## src/rtl/alu_step_sequencer.sv

```systemverilog
// rtl/alu_step_sequencer.sv - fetch/execute control step generator for the DataPath
// Walks T0..T6 once per instruction and drives the Moore control strobes for
// the current step. Fetch is T0..T2, and T1 stretches until memory data is
// ready. Execute decodes IR from T3 onward.
module alu_step_sequencer #(
   parameter int IR_WIDTH  = 32,
   parameter int OPCODE_W  = 5,
   parameter int REG_SEL_W = 4,
   parameter int COUNT_W   = 16
) (
   input  logic                      Clock,
   input  logic                      clear,
   input  logic                      run,
   input  logic                      mem_ready,
   input  logic [IR_WIDTH-1:0]       IR,
   output logic                      PCout,
   output logic                      IncPC,
   output logic                      MARin,
   output logic                      PCin,
   output logic                      Read,
   output logic                      MDRin,
   output logic                      MDRout,
   output logic                      IRin,
   output logic                      Yin,
   output logic                      Zin_low,
   output logic                      Zin_high,
   output logic                      Zlowout,
   output logic                      Zhighout,
   output logic                      HIin,
   output logic                      LOin,
   output logic [2**REG_SEL_W-1:0]   reg_out,
   output logic [2**REG_SEL_W-1:0]   reg_in,
   output logic [OPCODE_W-1:0]       alu_op,
   output logic                      busy,
   output logic                      done,
   output logic                      illegal,
   output logic [COUNT_W-1:0]        instr_count
);

   localparam int NUM_REGS = 2**REG_SEL_W;
   localparam int RA_MSB   = IR_WIDTH - OPCODE_W - 1;
   localparam int RB_MSB   = RA_MSB - REG_SEL_W;
   localparam int RC_MSB   = RB_MSB - REG_SEL_W;
   localparam int LOW_MSB  = RC_MSB - REG_SEL_W;

   typedef enum logic [2:0] {
      S_IDLE, S_T0, S_T1, S_T2, S_T3, S_T4, S_T5, S_T6
   } state_t;

   state_t               r_state;
   state_t               w_next;
   logic [COUNT_W-1:0]   r_count;

   logic [OPCODE_W-1:0]  w_opcode;
   logic [REG_SEL_W-1:0] w_ra;
   logic [REG_SEL_W-1:0] w_rb;
   logic [REG_SEL_W-1:0] w_rc;
   logic [NUM_REGS-1:0]  w_ra_hot;
   logic [NUM_REGS-1:0]  w_rb_hot;
   logic [NUM_REGS-1:0]  w_rc_hot;
   logic                 w_is_3reg;
   logic                 w_is_hilo;
   logic                 w_is_2reg;
   logic                 w_final;
   logic                 w_unused_ir_low;

   assign w_opcode = IR[IR_WIDTH-1 -: OPCODE_W];
   assign w_ra     = IR[RA_MSB -: REG_SEL_W];
   assign w_rb     = IR[RB_MSB -: REG_SEL_W];
   assign w_rc     = IR[RC_MSB -: REG_SEL_W];
   assign w_ra_hot = NUM_REGS'(1) << w_ra;
   assign w_rb_hot = NUM_REGS'(1) << w_rb;
   assign w_rc_hot = NUM_REGS'(1) << w_rc;

   // The immediate/low field below Rc carries nothing this sequencer needs.
   assign w_unused_ir_low = ^IR[LOW_MSB:0];

   assign w_is_3reg = (w_opcode >= OPCODE_W'(3)) && (w_opcode <= OPCODE_W'(10));
   assign w_is_hilo = (w_opcode == OPCODE_W'(15)) || (w_opcode == OPCODE_W'(16));
   assign w_is_2reg = (w_opcode == OPCODE_W'(17)) || (w_opcode == OPCODE_W'(18));

   // State register and completed-instruction counter.
   always_ff @(posedge Clock) begin
      if (clear) begin
         r_state <= S_IDLE;
         r_count <= '0;
      end else begin
         r_state <= w_next;
         if (w_final) begin
            r_count <= r_count + COUNT_W'(1);
         end
      end
   end

   // Next-state and Moore strobe decode; clear blanks every output in its cycle.
   always_comb begin
      w_next      = r_state;
      w_final     = 1'b0;
      PCout       = 1'b0;
      IncPC       = 1'b0;
      MARin       = 1'b0;
      PCin        = 1'b0;
      Read        = 1'b0;
      MDRin       = 1'b0;
      MDRout      = 1'b0;
      IRin        = 1'b0;
      Yin         = 1'b0;
      Zin_low     = 1'b0;
      Zin_high    = 1'b0;
      Zlowout     = 1'b0;
      Zhighout    = 1'b0;
      HIin        = 1'b0;
      LOin        = 1'b0;
      reg_out     = '0;
      reg_in      = '0;
      alu_op      = '0;
      illegal     = 1'b0;
      busy        = (r_state != S_IDLE);
      instr_count = r_count;

      case (r_state)
         S_IDLE: begin
            if (run) begin
               w_next = S_T0;
            end
         end
         S_T0: begin
            PCout   = 1'b1;
            MARin   = 1'b1;
            IncPC   = 1'b1;
            Zin_low = 1'b1;
            w_next  = S_T1;
         end
         S_T1: begin
            Zlowout = 1'b1;
            PCin    = 1'b1;
            Read    = 1'b1;
            MDRin   = 1'b1;
            if (mem_ready) begin
               w_next = S_T2;
            end
         end
         S_T2: begin
            MDRout = 1'b1;
            IRin   = 1'b1;
            w_next = S_T3;
         end
         S_T3: begin
            if (w_is_3reg || w_is_hilo) begin
               reg_out = w_rb_hot;
               Yin     = 1'b1;
               w_next  = S_T4;
            end else if (w_is_2reg) begin
               reg_out = w_rb_hot;
               alu_op  = w_opcode;
               Zin_low = 1'b1;
               w_next  = S_T4;
            end else begin
               illegal = 1'b1;
               w_next  = run ? S_T0 : S_IDLE;
            end
         end
         S_T4: begin
            if (w_is_3reg || w_is_hilo) begin
               reg_out  = w_rc_hot;
               alu_op   = w_opcode;
               Zin_low  = 1'b1;
               Zin_high = w_is_hilo;
               w_next   = S_T5;
            end else if (w_is_2reg) begin
               Zlowout = 1'b1;
               reg_in  = w_ra_hot;
               w_final = 1'b1;
               w_next  = run ? S_T0 : S_IDLE;
            end else begin
               // IR changed under us mid-execute; abandon without completing.
               w_next = S_IDLE;
            end
         end
         S_T5: begin
            if (w_is_3reg) begin
               Zlowout = 1'b1;
               reg_in  = w_ra_hot;
               w_final = 1'b1;
               w_next  = run ? S_T0 : S_IDLE;
            end else if (w_is_hilo) begin
               Zlowout = 1'b1;
               LOin    = 1'b1;
               w_next  = S_T6;
            end else begin
               w_next = S_IDLE;
            end
         end
         S_T6: begin
            Zhighout = 1'b1;
            HIin     = 1'b1;
            w_final  = 1'b1;
            w_next   = run ? S_T0 : S_IDLE;
         end
         default: begin
            w_next = S_IDLE;
         end
      endcase

      done = w_final;

      if (clear) begin
         PCout       = 1'b0;
         IncPC       = 1'b0;
         MARin       = 1'b0;
         PCin        = 1'b0;
         Read        = 1'b0;
         MDRin       = 1'b0;
         MDRout      = 1'b0;
         IRin        = 1'b0;
         Yin         = 1'b0;
         Zin_low     = 1'b0;
         Zin_high    = 1'b0;
         Zlowout     = 1'b0;
         Zhighout    = 1'b0;
         HIin        = 1'b0;
         LOin        = 1'b0;
         reg_out     = '0;
         reg_in      = '0;
         alu_op      = '0;
         illegal     = 1'b0;
         done        = 1'b0;
         busy        = 1'b0;
         instr_count = '0;
      end
   end

endmodule
```

## config.mk

```make
export PLATFORM = sky130hd
export DESIGN_NAME = alu_step_sequencer
export DESIGN_NICKNAME = d
export VERILOG_FILES = /design/src/rtl/alu_step_sequencer.sv
export SDC_FILE = /design/constraint.sdc
export NUM_CORES = 1
export LEC_CHECK = 0
export ABC_AREA = 1
export BUFFER_PORTS_ARGS = -buffer_cell sky130_fd_sc_hd__buf_2
export CAP_MARGIN = 0
export CORE_AREA = 2 2 52 102
export DETAILED_ROUTE_END_ITERATION = 8
export DIE_AREA = 0 0 54 104
export PLACE_DENSITY = 0.79
export RECOVER_POWER = 100
export SLEW_MARGIN = 0
export SYNTH_ARGS = -nofsm -noshare
export SYNTH_HDL_FRONTEND = slang
export SYNTH_SLANG_ARGS = --single-unit
```

## constraint.sdc

```tcl
create_clock -name Clock -period 1.6 [get_ports Clock]
set_input_delay 0.16 -clock Clock [delete_from_list [all_inputs] [get_ports Clock]]
set_output_delay 0.16 -clock Clock [all_outputs]
set_load 0.005 [all_outputs]
```

==> parameters.txt, run 1 <==
Parameter                              Value

Pwr
  Final total power    0.00113 W
  Pleak    ~1.4 nW
  Power per cell area    ~370 mW/mm²
  Worst vdd ir    0.320 mV

Final layout
  Area of combinational cells with multiple inputs    about 0.0017 mm²
  Antenna diodes    0
  Final instance area    roughly 0.0030 mm²
  Flip-flop and latch area    388 µm²
  Syn-to-layout area delta    37.9%
  Number of nets in the layout    511
  Ratio of cells with drive above 1 in the final layout    0.359
  Filler Cells Inserted    about 450
  Share of the core filled with cells in the final layout    0.619
  Final Non-Filler Cells    530

Clock tree
  Worst-path clk slew    70 ps
  Sinks on Clock Net    19
  CTS Buffer Depth    2
  Clock Tree Root    clkbuf_8
  Clock tree from TritonCTS    yes
  TritonCTS buffer count    3
  Depth of the CTS H-tree    1
  Clk_lat worst skew    roughly 250 ps

Routing
  Post-DR vias/cell    roughly 5.6
  Via total after detailed routing    about 3k
  Violation count after the first detailed-route iteration    between 100 and 150
  Pre-antenna DRT Iters    4
  Routed wirelength normalized by instance count    between 10 and 15 µm
  DRC viols    0
  Remaining antenna violation count    0
  Routed wire length    roughly 7400 µm

Timing
  Highest achievable clock rate    about 580 MHz
  Final setup vio count    38
  Normalized max-slew margin    0.660
  Final worst path period share    1.07
  Layout Skew    ~2.1 ps
  Worst-case setup margin in the final layout    -119 ps
  Time the worst path needs with I/O delays and setup    about 1700 ps
  Max Transition Viols Final    0
  Setup repair after global routing missed its margin    yes
  Fin. Hold Viols    0
  Setup Total Neg Slack    -2730 ps
  Slew at the pin with the worst max-slew slack    roughly 510 ps

Die
  Die X-Extent    between 50 and 60 µm
  Num rows    36
  Core Region    roughly 0.0049 mm²
  Die Span Y    between 100 and 150 µm
  Die Area    around 0.0056 mm²
  Effective utilization at floorplan    0.449
  # IOs    between 100 and 150

Global routing
  Congestion Overflow GR    0
  Tot GR Track Use    0.254
  Global-route wire length before repair    ~11000 µm
  Initial antenna violation count    0
  Maximum number of pins on one net before global-route repair    51
  Number of global-route vias before repair    2605

Synthesis
  Post-Syn Area per Cell    5.67 µm²
  Register bit count reported by yosys    19
  Top cells by area, synth    dfxtp_1 17%, nand2_1 13%, nor2_1 10%
  Unique masters post-synth    33
  Netlist area before placement    ~0.0022 mm²
  Warnings, synthesis    0
  Area share of the largest cell type after synthesis    0.174
  Synthesized netlist net count    between 400 and 500
  Part of the Yosys area used for sequential elements    0.174
  Post-synthesis cell count    about 390
  Most area-hungry cell type in the Yosys netlist    dfxtp_1

Place
  Cell area reported after detailed placement    about 0.0027 mm²
  Post-detailed-placement half-perimeter wirelength    about 5300 µm
  Cell count after placement    520
  Total of buffers placed on input and output ports    slightly above 90
  GP Congestion    0.838

Setup path
  Crit path cell chain    buf_6 -> nand2_4 -> nor2_4 -> nand4_4 -> nand2_4 -> nand3_4 -> nor2_2 -> buf_2
  Most used cell, CP    nand2_4
  Maximum fanout count along the critical path    8
  Count of cell instances traversed by the critical path    8
  Crit start category    flip-flop
  Cell with the biggest individual delay on the critical path    dfxtp_2
  Arrival @ worst endpoint    1560 ps
  Crit path buf inv count    2
  Classification of the worst setup path    reg2out
  Largest delay contributor family on the critical path    simple AND/OR/NAND/NOR gates
  CP Data Required Time    1440 ps
  Largest stage delay on the critical path    340 ps
  Cells on worst reg2reg path    10
  Type of destination of the critical path    output pin

Run
  Max-capacitance violation count    0

Min path
  Classification of the worst-slack hold path    in2reg
  Worst hold path stage count    5

Status
  Violated checks    setup timing
  Result of the run    finished with violations
==> cell usage after synthesis <==
master and instances:
o21ai_1 1, nand4_2 1, nand3_2 2, nand3_1 40, o21ai_2 1, buf_6 1
a31oi_1 2, inv_2 4, nor2_4 2, nor3b_1 1, xor2_1 8, buf_2 1
nand2_4 1, inv_6 1, nor2_2 1, nand2_1 78, dfxtp_1 19, nor3_2 1
nand2_2 4, nor3_1 27, clkbuf_1 10, nor2_1 59, a21oi_1 32, nand2_8 1
nand4_1 29, nor4_1 1, ha_1 1, o21ai_0 4, buf_8 1, buf_4 11
clkinv_1 1, inv_1 36, a21oi_2 3
==> final cells by class <==
class,instances,area share
Tap cell,57,0.0237
Inverter,42,0.0553
Multi-Input combinational cell,300,0.562
Sequential cell,19,0.129
Timing Repair Buffer,108,0.215
Clock buffer,4,0.0150
==> power breakdown <==
| part | switching [W] | leakage (nW) | internal, W |
|---|---|---|---|
| Clock | 0.000161 | 0.0228 | 0.000177 |
| Combinational | 0.000208 | 1.19 | 0.0000980 |
| Sequential | 0.00000543 | 0.156 | 0.000477 |
| Total | 0.000375 | 1.37 | 0.000752 |
==> state kept, by name, indices dropped and copies added (netlist names) <==
register and cells:
r_count 16, r_state 3
==> cell usage in the layout (no fill, tap or decap), types with 4 or more instances in the layout <==
| cell | Yosys | layout |
|---|---|---|
| buf_12 | 0 | 4 |
| nand2_1 | 78 | 76 |
| nand3_2 | 2 | 6 |
| nor2_2 | 1 | 6 |
| nand2_2 | 4 | 4 |
| inv_1 | 36 | 35 |
| buf_4 | 11 | 9 |
| inv_2 | 4 | 5 |
| nand4_1 | 29 | 29 |
| a21oi_2 | 3 | 9 |
| nor2_1 | 59 | 51 |
| dfxtp_1 | 19 | 15 |
| a21oi_1 | 32 | 26 |
| nor3_2 | 1 | 6 |
| nand3_1 | 40 | 33 |
| nor3_1 | 27 | 21 |
| buf_2 | 1 | 91 |
| o21ai_0 | 4 | 4 |
| buf_6 | 1 | 4 |
| xor2_1 | 8 | 8 |
| nor2_4 | 2 | 5 |
==> per-stage QoR <==
step | hold slack, ps | setup slack, ps
finish | 292 | -119
global route | 345 | -220
CTS | 283 | -112
detailed placement | 480 | -1.26
global placement | 466 | 24.0
floorplan | 345 | 197
==> worst register-to-register path, cell delays in order (launching register included) <==
cell and delay [ps]:
dfxtp_2 340, buf_6 130, nand2_4 50, nor2_4 140, nand4_4 120, nand2_4 140
inv_8 70, nand2_8 60, buf_6 180, nand2_1 70, a21oi_1 130
==> kinds of logic after synthesis <==
family	after synthesis	share of synthesized area
buf+inv	66	0.144
flops	19	0.174
fa+ha+maj	1	0.00573
compound gates	43	0.107
simple gates	248	0.537
xor+xnor	8	0.0321
==> routing by layer <==
| metal | vias up | GRT usage | share of wire |
|---|---|---|---|
| met4 | 0 | 0.166 | 0.056 |
| met2 | 126 | 0.456 | 0.55 |
| met1 | 1336 | 0.252 | 0.34 |
| met3 | 31 | 0.0287 | 0.050 |
| li1 | 1462 | - | - |
| met5 | - | 0 | 0 |
==> repair_timing <==
action | 4_1_cts | 5_1_grt
pin swaps | 8 | 11
setup endpoints to repair | 46 | 64
hold buffers | 0 | 0
resized for setup | 31 | 25
cloned | 2 | 0
buffers inserted | 2 | 2
==> worst paths after layout <==
path,from,to,slack [ps]
max,r_state[2],reg_in[12],-120
min,mem_ready,r_state[0],290
max reg2reg,r_state[2],r_count[6],100
min reg2reg,r_count[3],r_count[3],480
No activity file was read; power rests on OpenSTA's default activity.
==> run 2, diff against run 1 <==
==> constraint.sdc (replaced) <==
create_clock -name Clock -period 1.6 [get_ports Clock]
set_input_delay 0.08 -clock Clock [delete_from_list [all_inputs] [get_ports Clock]]
set_output_delay 0.08 -clock Clock [all_outputs]
set_load 0.005 [all_outputs]
==> run 2 against run 1 <==
- the run still ends with setup timing left
- sequential share of layout area is 0.29 points lower
- via count grew 2.0%
- maximum frequency increased by 6.6%
- critical path depth decreased by 1
- largest power group unchanged
- power grew 0.75%
==> parameters.txt, run 2 (same netlist as run 1, synthesis figures left out) <==
Parameter                              Value

Die
  Die X-Extent    54 µm (unchanged)
  # IOs    107 (unchanged)
  Core Region    0.00486 mm² (unchanged)
  Die Span Y    104 µm (unchanged)
  Num rows    36 (unchanged)
  Die Area    0.00562 mm² (unchanged)
  Effective utilization at floorplan    0.449 (unchanged)

Setup path
  CP Data Required Time    1520 ps (+80 ps)
  Crit start category    flip-flop
  Crit path cell chain    buf_6 -> nand2_4 -> nor2_4 -> buf_4 -> nand3_2 -> a31oi_4 -> buf_2
  Flop-to-flop setup slack    20 ps (-80 ps)
  Arrival @ worst endpoint    1530 ps (-30 ps)
  Largest delay contributor family on the critical path    buffers and inverters
  Classification of the worst setup path    reg2out
  Count of cell instances traversed by the critical path    7 (-1)
  Cells on worst reg2reg path    11 (+1)
  R2R Path Start    r_state[2]
  Worst r2r dst    r_count[5]
  Maximum fanout count along the critical path    6 (-2)
  Largest stage delay on the critical path    350 ps (about the same)
  Startpoint of the most critical setup path    r_state[2]
  Type of destination of the critical path    output pin
  Crit path buf inv count    3 (+1)
  Cell with the biggest individual delay on the critical path    dfxtp_2
  End of the critical path    Zlowout

Global routing
  Global routing met1 resource utilization    0.246 (-0.00625)
  Most crowded layer after global routing    met2
  Met3 track utilization from global routing    0.0259 (-0.00287)
  Tot GR Track Use    0.254 (about the same)
  Maximum number of pins on one net before global-route repair    27 (-47%)
  Met2 Usage GRT    0.474 (+0.0183)
  Number of global-route vias before repair    2699 (+3.6%)
  Initial antenna violation count    0 (unchanged)
  Congestion Overflow GR    0 (unchanged)
  Global-route wire length before repair    11300 µm (+0.86%)

Clock tree
  CTS Buffer Depth    2 (unchanged)
  TritonCTS buffer count    3 (unchanged)
  Worst-path clk slew    80 ps (about the same)
  Hold buffer count at cts    0 (unchanged)
  Clk_lat worst skew    260 ps (about the same)
  Depth of the CTS H-tree    1 (unchanged)
  Sinks on Clock Net    19 (unchanged)
  Clock Tree Root    clkbuf_8
  Clock tree from TritonCTS    yes

Timing
  Highest achievable clock rate    620 MHz (+6.6%)
  Slew at the pin with the worst max-slew slack    534 ps (+27.5 ps)
  Time the worst path needs with I/O delays and setup    1610 ps (-107 ps)
  Final worst path period share    1.01 (-0.0668)
  Setup repair after global routing missed its margin    yes
  Worst-case setup margin in the final layout    -11.7 ps (+107 ps)
  Layout Skew    5.42 ps (+3.30 ps)
  Normalized max-slew margin    0.644 (-0.0158)
  Fin. Hold Viols    0 (unchanged)
  Final setup vio count    4 (-89%)
  Max Transition Viols Final    0 (unchanged)
  Setup Total Neg Slack    -18.8 ps (+2720 ps)

Pwr
  Pleak    1.33 nW (-2.7%)
  Worst vdd ir    0.295 mV (-7.9%)
  Share of total power consumed by net switching    0.341 (+0.00834)
  Part of the power in the clock network    0.300 (about the same)
  Internal cell power    0.000748 W (-0.51%)
  Combinational fraction of design power    0.276 (+0.004)
  Power per cell area    374 mW/mm² (-0.25%)
  Sequential share of power    0.425 (-0.003)
  Switching power summed over all nets    0.000387 W (+3.3%)

Final layout
  Ratio of cells with drive above 1 in the final layout    0.326 (-0.0337)
  Filler Cells Inserted    483 (+8.1%)
  Flip-flop count of the largest register, all copies and words added    16 (unchanged)
  Antenna diodes    0 (unchanged)
  Share of the core filled with cells in the final layout    0.625 (+0.00617)
  Area of combinational cells with multiple inputs    0.00168 mm² (-0.74%)
  Registers with the most flip-flops    r_count (16), r_state (3)
  Final instance area    0.00304 mm² (+1.0%)
  Leading cell types in the layout, fill and taps excluded    76 x nand2_1, 76 x buf_2, 51 x nor2_1, 36 x inv_1, 30 x nand3_1
  Syn-to-layout area delta    39.3%
  Flip-flop and latch area    383 µm² (-1.3%)
  Register bank with the most flops    r_count
  Number of nets in the layout    517 (+1.2%)

Place
  Cell area reported after detailed placement    0.00269 mm² (about the same)
  GP Congestion    0.919 (+9.6%)
  Post-detailed-placement half-perimeter wirelength    5370 µm (+0.68%)
  Total of buffers placed on input and output ports    91 (unchanged)
  Worst setup slack before clock tree synthesis    90.1 ps (+91.4 ps)

Routing
  Remaining antenna violation count    0 (unchanged)
  Violation count after the first detailed-route iteration    110 (+7.8%)
  Post-DR vias/cell    5.62 (+0.85%)
  Routed wire length    7720 µm (+4.1%)
  Via total after detailed routing    3014 (+2.0%)
  Pre-antenna DRT Iters    6 (+2)
  Routed wirelength normalized by instance count    14.4 µm (+3.0%)
  DRC viols    0 (unchanged)

Min path
  Hold path startpoint    mem_ready
  Classification of the worst-slack hold path    in2reg

Status
  Result of the run    finished with violations
  Violated checks    setup timing

Run
  Max-capacitance violation count    0 (unchanged)
[run 2: cell types whose count changed in the layout (fill, tap and decap cells not counted), sizes merged]
cell	change
clkbuf	+17
buf	-12
inv	+1
[run 2: power by group through the flow]
| stage | sequential [W] | combinational [W] | clock, W |
|---|---|---|---|
| 3_5_place_dp | 0.000492 | 0.000266 | 0 |
| 4_1_cts | 0.000481 | 0.000275 | 0.000346 |
| 5_1_grt | 0.000483 | 0.000338 | 0.000365 |
| 2_1_floorplan | 0.000491 | 0.000178 | 0 |
| 3_3_place_gp | 0.000492 | 0.000260 | 0 |
| 6_report | 0.000482 | 0.000313 | 0.000340 |
[run 2: tightest hold or removal path, cell delays in order]
cell	delay, ps
buf_2	80
o21ai_0	70
inv_1	70
nand2_1	50
nor2_1	100
[run 2: worst min-delay path by stage]
stage                             to  slack (ps)  cells after the start
after floorplan            alu_op[0]         240                      2
after CTS                 r_state[0]         220                      5
after global placement    r_state[0]         460                      5
final                     r_state[0]         230                      5
after global routing      r_state[0]         260                      5
after detailed placement   alu_op[1]         470                      3
[run 2: area by class of cell]
class / count / area share
Clock inverter: 1 / 0.00165
Timing Repair Buffer: 114 / 0.228
Multi-Input combinational cell: 300 / 0.552
Clock buffer: 3 / 0.0136
Tap cell: 57 / 0.0235
Inverter: 42 / 0.0552
Sequential cell: 19 / 0.126
[run 2: per-layer routing]
layer,vias up,routed length (µm)
met3,37,404
li1,1468,-
met4,0,412
met2,142,4290
met1,1367,2610
met5,-,0
[run 2: repair_timing]
action / 4_1_cts / 5_1_grt
setup endpoints to repair: 39 / 57
gates cloned: 1 / 3
pin swaps: 5 / 10
setup buffers: 2 / 3
gates resized for setup: 13 / 39
[run 2: through the flow]
stage	total power, W	std cells	hold WS, ps
global route	0.00119	536	264
finish	0.00114	536	234
global placement	0.000752	523	457
floorplan	0.000669	385	241
CTS	0.00110	530	220
detailed placement	0.000758	523	471
==> run 3, diff against run 2 <==
--- a/config.mk
+++ b/config.mk
@@ -5,14 +5,13 @@
 export SDC_FILE = /design/constraint.sdc
 export NUM_CORES = 1
 export LEC_CHECK = 0
-export ABC_AREA = 1
 export BUFFER_PORTS_ARGS = -buffer_cell sky130_fd_sc_hd__buf_2
 export CAP_MARGIN = 0
-export CORE_AREA = 2 2 52 102
+export CORE_AREA = 2 2 50 99
 export DETAILED_ROUTE_END_ITERATION = 8
-export DIE_AREA = 0 0 54 104
+export DIE_AREA = 0 0 52 101
 export PLACE_DENSITY = 0.79
-export RECOVER_POWER = 100
+export RECOVER_POWER = 50
 export SLEW_MARGIN = 0
 export SYNTH_ARGS = -nofsm -noshare
 export SYNTH_HDL_FRONTEND = slang
==> run 3 against run 2 <==
- the run still ends with setup timing left
- utilization up 11 points
- cell count down 15%
- final area up 9.2%
- die area down 6.5%
- combinational power up 110%
- worst hold slack worse by 17 ps
- worst setup slack worse by 230 ps
- critical path type unchanged
==> parameters.txt, run 3 <==
Parameter                              Value

Global routing
  Tot GR Track Use    0.270 (+0.0156)
  Initial antenna violation count    0 (unchanged)
  Global-route wire length before repair    11400 µm (+0.61%)
  Maximum number of pins on one net before global-route repair    35 (+30%)
  Number of global-route vias before repair    2468 (-8.6%)
  Congestion Overflow GR    0 (unchanged)

Place
  GP Congestion    0.992 (+7.9%)
  Total of buffers placed on input and output ports    91 (unchanged)
  Post-detailed-placement half-perimeter wirelength    4710 µm (-12%)

Routing
  Pre-antenna DRT Iters    5 (-1)
  Remaining antenna violation count    0 (unchanged)
  Post-DR vias/cell    6.13 (+9.0%)
  Routed wirelength normalized by instance count    17.4 µm (+21%)
  Routed wire length    7950 µm (+3.0%)
  Via total after detailed routing    2806 (-6.9%)
  DRC viols    0 (unchanged)
  Violation count after the first detailed-route iteration    121 (+10%)

Min path
  Hold path startpoint    clear
  Classification of the worst-slack hold path    in2reg

Synthesis
  Predominant post-synthesis flop cell    dfxtp_1
  Warnings, synthesis    0 (unchanged)
  Area share of the largest cell type after synthesis    0.191 (+0.0165)
  Netlist area before placement    0.00199 mm² (-8.7%)
  Post-synthesis share of cell area spent on xor and xnor gates    0.0132 (-0.0189)
  Register bit count reported by yosys    19 (unchanged)
  Fraction of registers with async set/reset    0 (unchanged)
  Simple-gate area share of the yosys netlist    0.464 (-0.0734)
  Unique masters post-synth    52 (+58%)
  Top cells by area, synth    dfxtp_1 19%, nor2b_1 7.2%, nor2_1 4.7%
  Synthesized netlist net count    318 (-25%)
  Most used standard cell by instance count after synthesis    nor2_1
  Mux contribution to synthesized area    0.0333 (+0.0333)
  Synth top cells by count    25 x nor2_1, 24 x nand2_1, 23 x nor2b_1, 19 x dfxtp_1, 15 x nand3_1
  Post-synthesis cell count    281 (-27%)
  Most area-hungry cell type in the Yosys netlist    dfxtp_1
  Area share of fa/ha/maj cells after synthesis    0.0119 (+0.00619)
  Share of the synthesized area in compound gates (AO/OA/AOI/OAI)    0.195 (+0.0880)
  Number of synthesized flops with an enable pin    0 (unchanged)
  Largest family of logic cells by synthesized area    simple AND/OR/NAND/NOR gates
  Post-Syn Area per Cell    7.09 µm² (+25%)
  Part of the Yosys area used for sequential elements    0.191 (+0.0165)

Die
  Die X-Extent    52 µm (-3.7%)
  Die Span Y    101 µm (-2.9%)
  Num rows    35 (-2.8%)
  Die Area    0.00525 mm² (-6.5%)
  # IOs    107 (unchanged)
  Effective utilization at floorplan    0.442 (-0.00667)
  Core Region    0.00451 mm² (-7.3%)

Setup path
  Crit start category    flip-flop
  Type of destination of the critical path    output pin
  CP Data Required Time    1520 ps (about the same)
  Most used cell, CP    buf_6
  Arrival @ worst endpoint    1760 ps (+230 ps)
  Startpoint of the most critical setup path    r_state[2]
  Largest stage delay on the critical path    400 ps (+50 ps)
  Cell with the biggest individual delay on the critical path    dfxtp_4
  Flop-to-flop setup slack    -100 ps (-120 ps)
  Maximum fanout count along the critical path    7 (+1)
  Cells on worst reg2reg path    6 (-5)
  Classification of the worst setup path    reg2out
  End of the critical path    reg_out[0]
  Crit path cell chain    buf_6 -> nand2_2 -> nor3_4 -> nand2_4 -> buf_6 -> o22ai_2 -> buf_2
  Worst r2r dst    r_count[6]
  R2R Path Start    r_state[1]

Final layout
  Syn-to-layout area delta    66.5%
  Registers with the most flip-flops    r_count (16), r_state (3)
  Filler Cells Inserted    331 (-31%)
  Leading cell types in the layout, fill and taps excluded    75 x buf_2, 36 x buf_4, 23 x nor2b_1, 22 x nand2_1, 22 x nor2_1
  Number of nets in the layout    441 (-15%)
  Share of the core filled with cells in the final layout    0.736 (+0.111)
  Flip-flop count of the largest register, all copies and words added    16 (unchanged)
  Antenna diodes    0 (unchanged)
  Most common cell after layout, fill and taps aside    buf_2
  Ratio of cells with drive above 1 in the final layout    0.536 (+0.210)
  Register bank with the most flops    r_count

Status
  Result of the run    finished with violations
  Violated checks    setup timing

Timing
  Layout Skew    2.77 ps (-2.64 ps)
  Fin. Hold Viols    0 (unchanged)
  Setup repair after global routing missed its margin    yes
  Fin Hold WS    217 ps (-16.9 ps)
  Max Transition Viols Final    0 (unchanged)
  Slew at the pin with the worst max-slew slack    702 ps (+168 ps)
  Setup Total Neg Slack    -6690 ps (-6670 ps)
  Normalized max-slew margin    0.532 (-0.112)
  Worst-case setup margin in the final layout    -238 ps (-226 ps)
  Highest achievable clock rate    544 MHz (-12%)
  Final worst path period share    1.15 (+0.141)
  Final setup vio count    51 (+47)
  Time the worst path needs with I/O delays and setup    1840 ps (+226 ps)

Run
  Max-capacitance violation count    0 (unchanged)

Clock tree
  Clock Tree Root    clkbuf_8
  Worst-path clk slew    70 ps (about the same)
  Clk_lat worst skew    260 ps (about the same)
  Depth of the CTS H-tree    1 (unchanged)
  CTS Buffer Depth    2 (unchanged)
  Hold buffer count at cts    0 (unchanged)
  Sinks on Clock Net    19 (unchanged)
  Clock tree from TritonCTS    yes
  TritonCTS buffer count    3 (unchanged)

Pwr
  Internal cell power    0.000946 W (+26%)
  Share of total power consumed by net switching    0.375 (+0.0342)
  Sequential share of power    0.329 (-0.096)
  Part of the power in the clock network    0.228 (-0.072)
  Worst vdd ir    0.373 mV (+26%)
  Pleak    1.44 nW (+8.1%)
  Power per cell area    456 mW/mm² (+22%)
  Switching power summed over all nets    0.000568 W (+47%)
  Combinational fraction of design power    0.442 (+0.166)
-- run 3: layout make-up --
cell class | instances | area (µm²) | area share
multi-input cells | 230 | 1890 | 0.569
repair buffers | 141 | 892 | 0.269
flip-flops and latches | 19 | 389 | 0.117
well taps | 55 | 68.8 | 0.0207
clock buffers | 3 | 41.3 | 0.0124
inverters | 9 | 33.8 | 0.0102
clock inverters | 1 | 5.00 | 0.00151
-- run 3: how the worst min path moves through the flow --
| stage | slack (ps) | endpoint | cells after the start |
|---|---|---|---|
| 3_5_place_dp | 450 | r_state[1] | 3 |
| 5_1_grt | 220 | r_state[1] | 3 |
| 6_report | 220 | r_state[1] | 3 |
| 2_1_floorplan | 230 | reg_out[4] | 1 |
| 4_1_cts | 200 | r_state[1] | 3 |
| 3_3_place_gp | 440 | r_state[1] | 3 |
-- run 3: kinds of logic after synthesis --
| kind of cell | after synthesis |
|---|---|
| flip-flops | 19 |
| buffers and inverters | 34 |
| multiplexers | 6 |
| XOR/XNOR | 3 |
| AO/OA/AOI/OAI | 55 |
| adder cells (fa/ha/maj) | 2 |
| AND/OR/NAND/NOR | 162 |
-- run 3: critical path, delay by kind of cell (launching register included) --
kind                   cells  cell delay [ps]
buffers and inverters      3              440
AO/OA/AOI/OAI              1              170
AND/OR/NAND/NOR            3              470
flip-flops                 1              400
-- run 3: per-stage QoR --
stage | total power [W] | worst slack (ps) | instances | area [µm²]
after floorplan | 0.000795 | -23.3 | 281 | 2070
after detailed placement | 0.000961 | -135 | 438 | 2710
after global routing | 0.00158 | -335 | 458 | 3320
after CTS | 0.00142 | -184 | 453 | 3070
after global placement | 0.000948 | -82.2 | 438 | 2710
final | 0.00151 | -238 | 458 | 3320
-- run 3: layer usage --
| layer | routed length, µm | global-route usage |
|---|---|---|
| met2 | 4220 | 0.487 |
| met4 | 320 | 0.0891 |
| met5 | 0 | 0 |
| met1 | 2830 | 0.308 |
| met3 | 583 | 0.0460 |
-- run 3: power by group through the flow --
stage / clock (W) / combinational, W / sequential (W)
2_1_floorplan: 0 / 0.000294 / 0.000501
3_3_place_gp: 0 / 0.000447 / 0.000501
3_5_place_dp: 0 / 0.000460 / 0.000501
4_1_cts: 0.000333 / 0.000587 / 0.000497
5_1_grt: 0.000371 / 0.000707 / 0.000500
6_report: 0.000346 / 0.000670 / 0.000498
-- run 3: timing repair --
item,in CTS,in global routing
pin swaps,16,18
gates resized for setup,40,46
buffers inserted,9,6
setup endpoints to repair,44,58
cloned,2,0
